File: src/rtl/noc_vc_input_unit.sv
// noc_vc_input_unit
// -----------------
// Input unit of a mesh router with per-virtual-channel FIFOs and an output
// arbiter. Upstream flits are queued into the FIFO of their VC. A
// round-robin arbiter picks a non-empty VC and presents its head flit
// downstream. Once a head flit has been sent, the arbiter stays on that VC
// until the matching tail has been sent. An XY route (one-hot output port)
// is computed from head and single flits. The head's route is remembered per
// VC so that body and tail flits follow it.
//
// Flit type field (top two bits): 01 head, 00 body, 10 tail, 11 single.
// Head destination: x in [X_W-1:0], y in [X_W+Y_W-1:X_W].
// Route bits: 0 local, 1 north, 2 east, 3 south, 4 west.
//
// Ports
//   clk              single clock
//   rst_             asynchronous active-low reset
//   my_xpos/my_ypos  this router's coordinates (quasi-static)
//   idata/ivalid/ivch  upstream flit, valid and target VC
//   oack[v]          one-cycle pulse after a flit is accepted on VC v
//   ordy[v]          VC v has at least one free slot
//   olck[v]          a packet is open on the input side of VC v
//   odata/ovalid/ovch/oport  presented flit, its VC and one-hot route
//   iready           downstream accepts; a transfer is ovalid && iready
module noc_vc_input_unit #(
  parameter int DATA_W = 35,
  parameter int NUM_VC = 2,
  parameter int DEPTH  = 4,
  parameter int X_W    = 2,
  parameter int Y_W    = 2,
  localparam int VC_W  = (NUM_VC > 1) ? $clog2(NUM_VC) : 1
) (
  input  logic              clk,
  input  logic              rst_,
  input  logic [X_W-1:0]    my_xpos,
  input  logic [Y_W-1:0]    my_ypos,
  input  logic [DATA_W-1:0] idata,
  input  logic              ivalid,
  input  logic [VC_W-1:0]   ivch,
  output logic [NUM_VC-1:0] oack,
  output logic [NUM_VC-1:0] ordy,
  output logic [NUM_VC-1:0] olck,
  output logic [DATA_W-1:0] odata,
  output logic              ovalid,
  output logic [VC_W-1:0]   ovch,
  output logic [4:0]        oport,
  input  logic              iready
);

  localparam int PTR_W = $clog2(DEPTH);
  localparam int CNT_W = PTR_W + 1;
  localparam logic [CNT_W-1:0] FULL_CNT = CNT_W'(DEPTH);

  localparam logic [1:0] FT_HEAD   = 2'b01;
  localparam logic [1:0] FT_TAIL   = 2'b10;
  localparam logic [1:0] FT_SINGLE = 2'b11;

  localparam logic [4:0] PORT_LOCAL = 5'b00001;
  localparam logic [4:0] PORT_NORTH = 5'b00010;
  localparam logic [4:0] PORT_EAST  = 5'b00100;
  localparam logic [4:0] PORT_SOUTH = 5'b01000;
  localparam logic [4:0] PORT_WEST  = 5'b10000;

  typedef enum logic {
    ST_IDLE = 1'b0,
    ST_HOLD = 1'b1
  } arb_state_e;

  // FIFO storage and bookkeeping
  logic [DATA_W-1:0] mem_q    [NUM_VC][DEPTH];
  logic [DATA_W-1:0] mem_d    [NUM_VC][DEPTH];
  logic [PTR_W-1:0]  wr_ptr_q [NUM_VC];
  logic [PTR_W-1:0]  wr_ptr_d [NUM_VC];
  logic [PTR_W-1:0]  rd_ptr_q [NUM_VC];
  logic [PTR_W-1:0]  rd_ptr_d [NUM_VC];
  logic [CNT_W-1:0]  count_q  [NUM_VC];
  logic [CNT_W-1:0]  count_d  [NUM_VC];
  logic [4:0]        route_q  [NUM_VC];
  logic [4:0]        route_d  [NUM_VC];
  logic [NUM_VC-1:0] oack_q, oack_d;
  logic [NUM_VC-1:0] olck_q, olck_d;

  // Arbiter state
  arb_state_e        state_q, state_d;
  logic [VC_W-1:0]   hold_vc_q, hold_vc_d;
  logic [VC_W-1:0]   rr_ptr_q, rr_ptr_d;
  logic              sel_lock_q, sel_lock_d;
  logic [VC_W-1:0]   sel_vc_q, sel_vc_d;

  // Combinational helpers
  logic              in_vc_ok;
  logic              accept;
  logic [1:0]        in_type;
  logic              pick_found;
  logic [VC_W-1:0]   pick_vc;
  logic [DATA_W-1:0] pick_flit;
  logic [1:0]        pick_type;
  logic [4:0]        pick_route;
  logic              xfer;

  // Dimension-order routing: resolve x first, then y, else local.
  function automatic logic [4:0] xy_route(input logic [X_W-1:0] dx,
                                          input logic [Y_W-1:0] dy,
                                          input logic [X_W-1:0] mx,
                                          input logic [Y_W-1:0] my);
    logic [4:0] r;
    if (dx > mx)      r = PORT_EAST;
    else if (dx < mx) r = PORT_WEST;
    else if (dy > my) r = PORT_NORTH;
    else if (dy < my) r = PORT_SOUTH;
    else              r = PORT_LOCAL;
    return r;
  endfunction

  function automatic logic [VC_W-1:0] next_vc(input logic [VC_W-1:0] v);
    return VC_W'((int'(v) + 1) % NUM_VC);
  endfunction

  // A VC has room whenever its registered count is below the depth. The
  // count is cleared asynchronously, so ordy is all ones during reset.
  always_comb begin
    ordy = '0;
    for (int v = 0; v < NUM_VC; v++) begin
      ordy[v] = (count_q[v] < FULL_CNT);
    end
  end

  // A flit is accepted only when its VC exists and had room at the start
  // of the cycle. A pop in the same cycle does not make room early.
  always_comb begin
    in_vc_ok = (int'(ivch) < NUM_VC);
    accept   = ivalid && in_vc_ok && ordy[ivch];
    in_type  = idata[DATA_W-1:DATA_W-2];
  end

  // Output selection. In HOLD only the owning VC may be shown. Once a flit
  // has been shown without being taken, sel_lock pins the same VC. This keeps
  // a newly filled VC from displacing it before the transfer.
  always_comb begin
    int          idx;
    logic [VC_W-1:0] idx_vc;
    pick_found = 1'b0;
    pick_vc    = '0;
    idx        = 0;
    idx_vc     = '0;
    if (state_q == ST_HOLD) begin
      pick_vc    = hold_vc_q;
      pick_found = (count_q[hold_vc_q] != '0);
    end else if (sel_lock_q) begin
      pick_vc    = sel_vc_q;
      pick_found = (count_q[sel_vc_q] != '0);
    end else begin
      for (int i = 0; i < NUM_VC; i++) begin
        idx    = (int'(rr_ptr_q) + i) % NUM_VC;
        idx_vc = VC_W'(idx);
        if (!pick_found && (count_q[idx_vc] != '0)) begin
          pick_found = 1'b1;
          pick_vc    = idx_vc;
        end
      end
    end
  end

  // Presented flit and its route. Head and single flits carry their own
  // destination. Body and tail flits reuse the route stored by their head.
  always_comb begin
    pick_flit = mem_q[pick_vc][rd_ptr_q[pick_vc]];
    pick_type = pick_flit[DATA_W-1:DATA_W-2];
    if ((pick_type == FT_HEAD) || (pick_type == FT_SINGLE)) begin
      pick_route = xy_route(pick_flit[X_W-1:0], pick_flit[X_W+Y_W-1:X_W],
                            my_xpos, my_ypos);
    end else begin
      pick_route = route_q[pick_vc];
    end
    xfer   = pick_found && iready;
    ovalid = pick_found;
    odata  = pick_found ? pick_flit  : '0;
    ovch   = pick_found ? pick_vc    : '0;
    oport  = pick_found ? pick_route : '0;
  end

  // Arbiter next state. A head sent from IDLE opens HOLD on its VC. The
  // matching tail closes it. The round-robin pointer moves past the VC
  // that was just served.
  always_comb begin
    state_d    = state_q;
    hold_vc_d  = hold_vc_q;
    rr_ptr_d   = rr_ptr_q;
    sel_lock_d = pick_found && !iready;
    sel_vc_d   = pick_vc;
    if (xfer) begin
      case (state_q)
        ST_IDLE: begin
          rr_ptr_d = next_vc(pick_vc);
          if (pick_type == FT_HEAD) begin
            state_d   = ST_HOLD;
            hold_vc_d = pick_vc;
          end
        end
        ST_HOLD: begin
          if (pick_type == FT_TAIL) begin
            state_d  = ST_IDLE;
            rr_ptr_d = next_vc(pick_vc);
          end
        end
        default: state_d = ST_IDLE;
      endcase
    end
  end

  // FIFO pushes and pops, acknowledge pulses, input-side packet locks and
  // per-VC route memory.
  always_comb begin
    logic push_v;
    logic pop_v;
    mem_d    = mem_q;
    wr_ptr_d = wr_ptr_q;
    rd_ptr_d = rd_ptr_q;
    count_d  = count_q;
    route_d  = route_q;
    olck_d   = olck_q;
    oack_d   = '0;
    push_v   = 1'b0;
    pop_v    = 1'b0;
    for (int v = 0; v < NUM_VC; v++) begin
      push_v = accept && (int'(ivch) == v);
      pop_v  = xfer && (int'(pick_vc) == v);
      if (push_v) begin
        mem_d[v][wr_ptr_q[v]] = idata;
        wr_ptr_d[v] = wr_ptr_q[v] + PTR_W'(1);
        oack_d[v]   = 1'b1;
        if (in_type == FT_HEAD) begin
          olck_d[v] = 1'b1;
        end else if (in_type == FT_TAIL) begin
          olck_d[v] = 1'b0;
        end
      end
      if (pop_v) begin
        rd_ptr_d[v] = rd_ptr_q[v] + PTR_W'(1);
        if ((state_q == ST_IDLE) && (pick_type == FT_HEAD)) begin
          route_d[v] = pick_route;
        end
      end
      case ({push_v, pop_v})
        2'b10:   count_d[v] = count_q[v] + CNT_W'(1);
        2'b01:   count_d[v] = count_q[v] - CNT_W'(1);
        default: count_d[v] = count_q[v];
      endcase
    end
  end

  always_ff @(posedge clk or negedge rst_) begin
    if (!rst_) begin
      for (int v = 0; v < NUM_VC; v++) begin
        for (int d = 0; d < DEPTH; d++) begin
          mem_q[v][d] <= '0;
        end
        wr_ptr_q[v] <= '0;
        rd_ptr_q[v] <= '0;
        count_q[v]  <= '0;
        route_q[v]  <= '0;
      end
      oack_q <= '0;
      olck_q <= '0;
    end else begin
      mem_q    <= mem_d;
      wr_ptr_q <= wr_ptr_d;
      rd_ptr_q <= rd_ptr_d;
      count_q  <= count_d;
      route_q  <= route_d;
      oack_q   <= oack_d;
      olck_q   <= olck_d;
    end
  end

  always_ff @(posedge clk or negedge rst_) begin
    if (!rst_) begin
      state_q    <= ST_IDLE;
      hold_vc_q  <= '0;
      rr_ptr_q   <= '0;
      sel_lock_q <= 1'b0;
      sel_vc_q   <= '0;
    end else begin
      state_q    <= state_d;
      hold_vc_q  <= hold_vc_d;
      rr_ptr_q   <= rr_ptr_d;
      sel_lock_q <= sel_lock_d;
      sel_vc_q   <= sel_vc_d;
    end
  end

  assign oack = oack_q;
  assign olck = olck_q;

endmodule

File: config.mk
export PLATFORM = sky130hd
export DESIGN_NAME = noc_vc_input_unit
export DESIGN_NICKNAME = d
export VERILOG_FILES = /design/src/rtl/noc_vc_input_unit.sv
export SDC_FILE = /design/constraint.sdc
export NUM_CORES = 1
export LEC_CHECK = 0
export ABC_AREA = 1
export CORE_MARGIN = 5
export CORE_UTILIZATION = 45
export DETAILED_ROUTE_END_ITERATION = 8
export GPL_TIMING_DRIVEN = 0
export REMOVE_ABC_BUFFERS = 1
export SYNTH_ARGS = -nofsm -noshare
export SYNTH_HDL_FRONTEND = slang
export SYNTH_SLANG_ARGS = --single-unit
export TNS_END_PERCENT = 5
File: constraint.sdc
create_clock -name clk -period 6.8 [get_ports clk]
set_input_delay 1.36 -clock clk [delete_from_list [all_inputs] [get_ports clk]]
set_output_delay 1.36 -clock clk [all_outputs]
set_load 0.01 [all_outputs]
### After elaboration in Yosys (flattened, before gate mapping)

Index checks and enable logic that the tools add are counted.

| storage, ports and cells | value |
|---|---|
| bits in registers | 313 |
| latch bits | 0 |
| memory bits (writable) | 0 |
| bits in read-only memories | 0 |
| output and inout port bits | 48 |
| memories kept | 0 |

| operators by class | value |
|---|---|
| add/subtract/negate cells | 10 |
| multipliers | 0 |
| div/mod/pow operators | 0 |
| $lt $le $gt $ge | 17 |
| equal/unequal tests | 10 |
| shifts and indexed selects | 0 |
| muxes and demuxes | 61 |
| bitwise operators | 11 |
| reduce and logical (&&, ||, !) cells | 27 |

Operator list:

| cell | number |
|---|---|
| $mux W140 | 3 |
| $bwmux W140 | 2 |
| $mux W35 | 5 |
| $demux W35 S2 | 2 |
| $bmux W35 S2 | 1 |
| $mux W3 | 12 |
| $mux W5 | 7 |
| $mux W1 | 20 |
| $pmux W3 S2 | 2 |
| $reduce_bool A3 Y1 | 4 |
| $logic_and A1 B1 Y1 | 11 |
| $eq A2 B2 Y1 const B | 5 |
| $ge A2 B2 Y1 const B | 5 |
| $not A1 Y2 | 5 |
| $reduce_and A2 Y1 | 5 |
| $ge A3 B3 Y1 const B | 3 |
| $not A2 Y3 | 3 |
| $add A2 B1 Y2 const B | 4 |
| $eq A2 B1 Y1 const B | 4 |
| $mux W4 | 2 |
| $add A3 B1 Y3 const B | 2 |
| $lt A3 B1 Y1 const B | 2 |
| $lt A3 B3 Y1 const B | 2 |
| $mux W2 | 3 |
| other kinds (12) | 22 |

### Longest topological paths before layout

| depth | value |
|---|---|
| depth in word-level cells | 28 |
| depth in mapped cells | 23 |
| gate-level depth less buffers | 22 |

### Worst setup path after synthesis

No wires, ideal clock.

| timing | value |
|---|---|
| path type | flip-flop to output port |
| from | register count_q[5] (netlist name) |
| to | output port oport[1] |
| arrival time | 2.785 ns |
| required time | 5.440 ns |
| setup slack | 2.655 ns |
| cell stages (with the launch flop) | 19 |
| path buffers | 2 |
| cell sequence | dfrtp_1 > inv_2 > nand3_1 > nand2_1 > nand2_1 > nand2_4 > nand2_8 > buf_8 > o21ai_1 > buf_2 > o21ai_0 > o21bai_1 > nand2_1 > inv_1 > ha_1 > a21oi_1 > a2111oi_0 > nand3_1 > a21oi_1 |

| on the way | value |
|---|---|
| cells in the longest elaborated chain, start to end | 26 |
| elaborated cells between the ends (all ways) | 53 |
| classes of those cells | 3 x order compare; 2 x eq/ne; 39 x mux; 2 x bitwise; 7 x reduce/logical |

RTL lines:

| what | line | source |
|---|---|---|
| start, declared | 76 | `logic [CNT_W-1:0] count_q [NUM_VC];` |
| start signal, assigned | 269 | `count_q <= count_d;` |
| $mux W3 (implied by the code) (3 in series) | 156 | `if (!pick_found && (count_q[idx_vc] != '0)) begin` |
| $reduce_bool A3 Y1 | 156 |  |
| $mux W1 | 156 |  |
| $mux W1 | 149 | `end else if (sel_lock_q) begin` |
| $mux W1 | 146 | `if (state_q == ST_HOLD) begin` |
| $logic_not A1 Y1 | 156 |  |
| $logic_and A1 B1 Y1 | 156 |  |
| $mux W1 | 156 |  |
| (+7 left out) | - |  |
| $bmux W35 S2 | 167 | `pick_flit = mem_q[pick_vc][rd_ptr_q[pick_vc]];` |
| $mux W35 (implied by the code) (2 in series) | 167 |  |
| $gt A2 B2 Y1 | 109 | `else if (dy > my) r = PORT_NORTH;` |
| $mux W4 | 109 |  |
| $mux W5 | 108 | `else if (dx < mx) r = PORT_WEST;` |
| $mux W5 | 107 | `if (dx > mx) r = PORT_EAST;` |
| $mux W5 | 169 | `if ((pick_type == FT_HEAD) \|\| (pick_type == FT_SINGLE)) begin` |
| $mux W5 * | 179 | `oport = pick_found ? pick_route : '0;` |
| end, declared | 46 | `output logic [4:0] oport,` |

Every way passes the cells marked *; elsewhere a longest branch is shown, timed or not. The select of a mux whose other input is x is not followed.

### Final worst setup path

| timing | value |
|---|---|
| from | register state_q |
| to | output port oport[1] |

| on the way | value |
|---|---|
| cells in the longest elaborated chain, start to end | 15 |
| elaborated cells between the ends (all ways) | 27 |
| classes of those cells | 3 x order compare; 2 x eq/ne; 19 x mux; 2 x bitwise; 1 x reduce/logical |

RTL lines:

| what | line | source |
|---|---|---|
| start, declared | 84 | `arb_state_e state_q, state_d;` |
| start signal, assigned | 284 | `state_q <= state_d;` |
| $mux W1 | 146 |  |
| $not A1 Y2 (implied by the code) | 167, 173 |  |
| $mux W2 (implied by the code) (3 in series) | 167 |  |
| $not A2 Y3 (implied by the code) | 167 |  |
| $bmux W35 S2 | 167 |  |
| $mux W35 (implied by the code) (2 in series) | 167 |  |
| $gt A2 B2 Y1 | 109 |  |
| $mux W4 | 109 |  |
| $mux W5 | 108 |  |
| $mux W5 | 107 |  |
| $mux W5 | 169 |  |
| $mux W5 * | 179 |  |

Marks and branches as above.

==> flow_summary.yaml <==
global_routing:
  track_usage_pct: 21.5
  grt_pass1_vias: 11400
  grt_pass1_wl_um: 62600
  antenna_found_initial: 1
  grt-ovfl-total: 0
  grt_max_degree: 112
clock_network:
  cts_sinks: 313
  clkTransAtPathRegs_ns: 0.06
  cts_made_buffers: 36
  cts_buffer_depth: 3
  h-tree-depth: 2
  clk_latency_ns: 0.53
  cts-root-buf: "clkbuf_16"
  cts_tree: "yes"
  hold_buffers: 0
routing:
  routed_wl_um: 38500
  drt-initial-drc-count: 976
  wl_met2_um: 17500
  drc: 0
  vias: 11900
  wl_met3_um: 2090
  firstDrtPassIters: 5
  wl_met1_um: 18100
  top_layer: "met4"
  wl_per_cell_um: 17.2
  viasPerCell: 5.31
  antenna_left: 0
synthesis:
  ys.flop_type: "dfrtp_1"
  synthTopCellsByArea: "dfrtp_1, o21ai_0, nand2_1"
  synth_top_family_by_area: "simple AND/OR/NAND/NOR gates"
  yosysTopAreaCellShare_pct: 54.1
  ys_ff_latch: 313
  synthArstFlopShare_pct: 100
  synth_fa_ha_area_share_pct: 1.57
  synth_top_area_cell: "dfrtp_1"
  synth_cells: 1783
  syn_avg_cell_area_um2: 8.12
  syn_area_um2: 14500
  yosys.area_share.xor_xnor_pct: 0.605
  ys_types: 35
  synth-edff-count: 0
  yosys.area_share.simple_pct: 20.2
  ys.warnings.count: 0
  muxShareOfSynthArea_pct: 0
  yosysSeqAreaShare_pct: 54.1
  synth-compound-area-share_pct: 17.9
status:
  status: "finished clean"
timing:
  hold_viol_final: 0
  hold-worst-slack_ns: 0.467
  fin_skew_ns: 0.0208
  tightest_slew_ns: 1.30
  rsz0062_at_grt: "false"
  final_max_slew_viol_count: 0
  setup_viol: 0
  period_needed_ns: 6.41
  maxSlewHeadroom_pct: 13.0
  fin_crit_sh_pct: 94.2
  max_freq_ghz: 0.156
worst_setup_path:
  worst_ep_arrival_time_ns: 5.05
  cp_max_fo: 71
  crit_type: "reg2out"
  critPathBufInv: 4
  cp-end-kind: "output port"
  cp_top_family: "simple AND/OR/NAND/NOR gates"
  required_ns: 5.44
  crit_path_start_kind: "flop"
  worstPathCellList: "inv_2 -> or2_2 -> nand2_8 -> nand2_1 -> nand2_4 -> buf_16 -> nor2_1 -> o21ai_0 -> o21bai_1 -> nand2_1 -> inv_1 -> ha_1 -> a2111oi_0 -> nand3_1 -> a21oi_1 -> clkdlybuf4s50_1"
  cpMostUsedCell: "nand2_1"
  max_stage_delay_ns: 0.56
  critical_path.slowest_cell: "clkdlybuf4s50_1"
floorplanning:
  ios: 92
  die-area_um2: 35800
  fp-row-count: 65
  start_util_pct: 45.7
  die_w_um: 189
  core_um2: 31600
  die_h_um: 189
finish:
  final_cell_mix: "o21ai_0, nand2_1, dfrtp_1"
  multi_input_area_um2: 5900
  syn2layout_area_growth_pct: 17.4
  finish.utilization_pct: 53.7
  final_common_cell: "o21ai_0"
  drive_gt1_share_pct: 6.13
  antenna_cells: 0
  seq_area_um2: 7830
  final_area_um2: 17000
  fillers: 2974
  final_nets: 1877
hold_path:
  min_path_type: "reg2reg"
run:
  cap_violations: 0
place:
  placed_cell_area_um2: 15800
  gp_congestion: 0.746
  port_buffers: 91
  place_hpwl_um: 20700
[synth_stat cells (2+ instances only)]
| master | number |
|---|---|
| buf_2 | 24 |
| o21bai_1 | 3 |
| dfrtp_1 | 313 |
| inv_2 | 7 |
| o21ai_0 | 443 |
| nand2_1 | 402 |
| xnor2_1 | 2 |
| nand3b_1 | 5 |
| ha_1 | 15 |
| nand2_2 | 7 |
| nand3_1 | 37 |
| inv_1 | 72 |
| fa_1 | 2 |
| nor2_1 | 261 |
| buf_8 | 2 |
| nor2_2 | 2 |
| buf_6 | 3 |
| xor2_1 | 8 |
| clkbuf_1 | 84 |
| nor3_1 | 17 |
| nand2_4 | 2 |
| a21oi_1 | 59 |
[repair_timing]
action	in CTS	in global routing
gates resized for setup	1	2
pin swaps	2	2
endpoints found under the setup margin	5	4
buffers inserted	0	1
gates cloned	2	0
[state kept, by name, indices dropped and copies added (netlist names)]
| register | count |
|---|---|
| mem_q | 280 |
| route_q | 10 |
| count_q | 6 |
| rd_ptr_q | 4 |
| wr_ptr_q | 4 |
| oack | 2 |
| olck | 2 |
| hold_vc_q | 1 |
| rr_ptr_q | 1 |
| sel_lock_q | 1 |
| sel_vc_q | 1 |
| state_q | 1 |
[routing by layer]
| metal | global-route usage, % | up-vias |
|---|---|---|
| met5 | 0 | - |
| met4 | 4.70 | 0 |
| met1 | 31.6 | 5709 |
| met2 | 33.9 | 285 |
| li1 | - | 5878 |
| met3 | 3.34 | 53 |
[worst min-delay path: cells and delay by family, from the launching register on]
family / cells / cell delay, ns
DFF: 1 / 0.34
and+or+nand+nor: 2 / 0.09
[final cells by class]
| cell class | count | share of cell area (%) |
|---|---|---|
| clock buffer | 54 | 6.35 |
| timing repair buffer | 108 | 7.55 |
| tap | 402 | 2.96 |
| sequential | 313 | 46.1 |
| multi-input combinational | 1278 | 34.7 |
| inverter | 79 | 1.79 |
| clock inverter | 12 | 0.559 |
[per-stage QoR]
step,cells,worst slack [ns],setup TNS (ns)
global route,2246,0.0314,0
detailed placement,2176,-0.0508,-0.0508
floorplan,1668,1.11,0
CTS,2244,0.0357,0
finish,2246,0.392,0
global placement,2161,-9.80,-3094.75
[cells by family after synthesis]
logic type,Yosys count
xor gates and xnor gates,10
buffers and inverters,194
DFF,313
AOI/OAI and AO/OA,511
adders and majority gates,17
and+or+nand+nor,738
[worst paths after layout]
| check | startpoint | to | slack, ns | cells after the start |
|---|---|---|---|---|
| setup / recovery | state_q | oport[1] | 0.39 | 16 |
| hold / removal | route_q[9] | route_q[9] | 0.47 | 2 |
| setup reg to reg | state_q | route_q[6] | 2.65 | 17 |
| hold reg to reg | route_q[9] | route_q[9] | 0.47 | 2 |
| max in group asynchronous | rst_ | mem_q[187] | 4.46 | 3 |
| min in group asynchronous | rst_ | mem_q[58] | 0.89 | 1 |
Power is not shown: default switching activity piles up to over one toggle a cycle in this logic, so the estimate is an artifact.
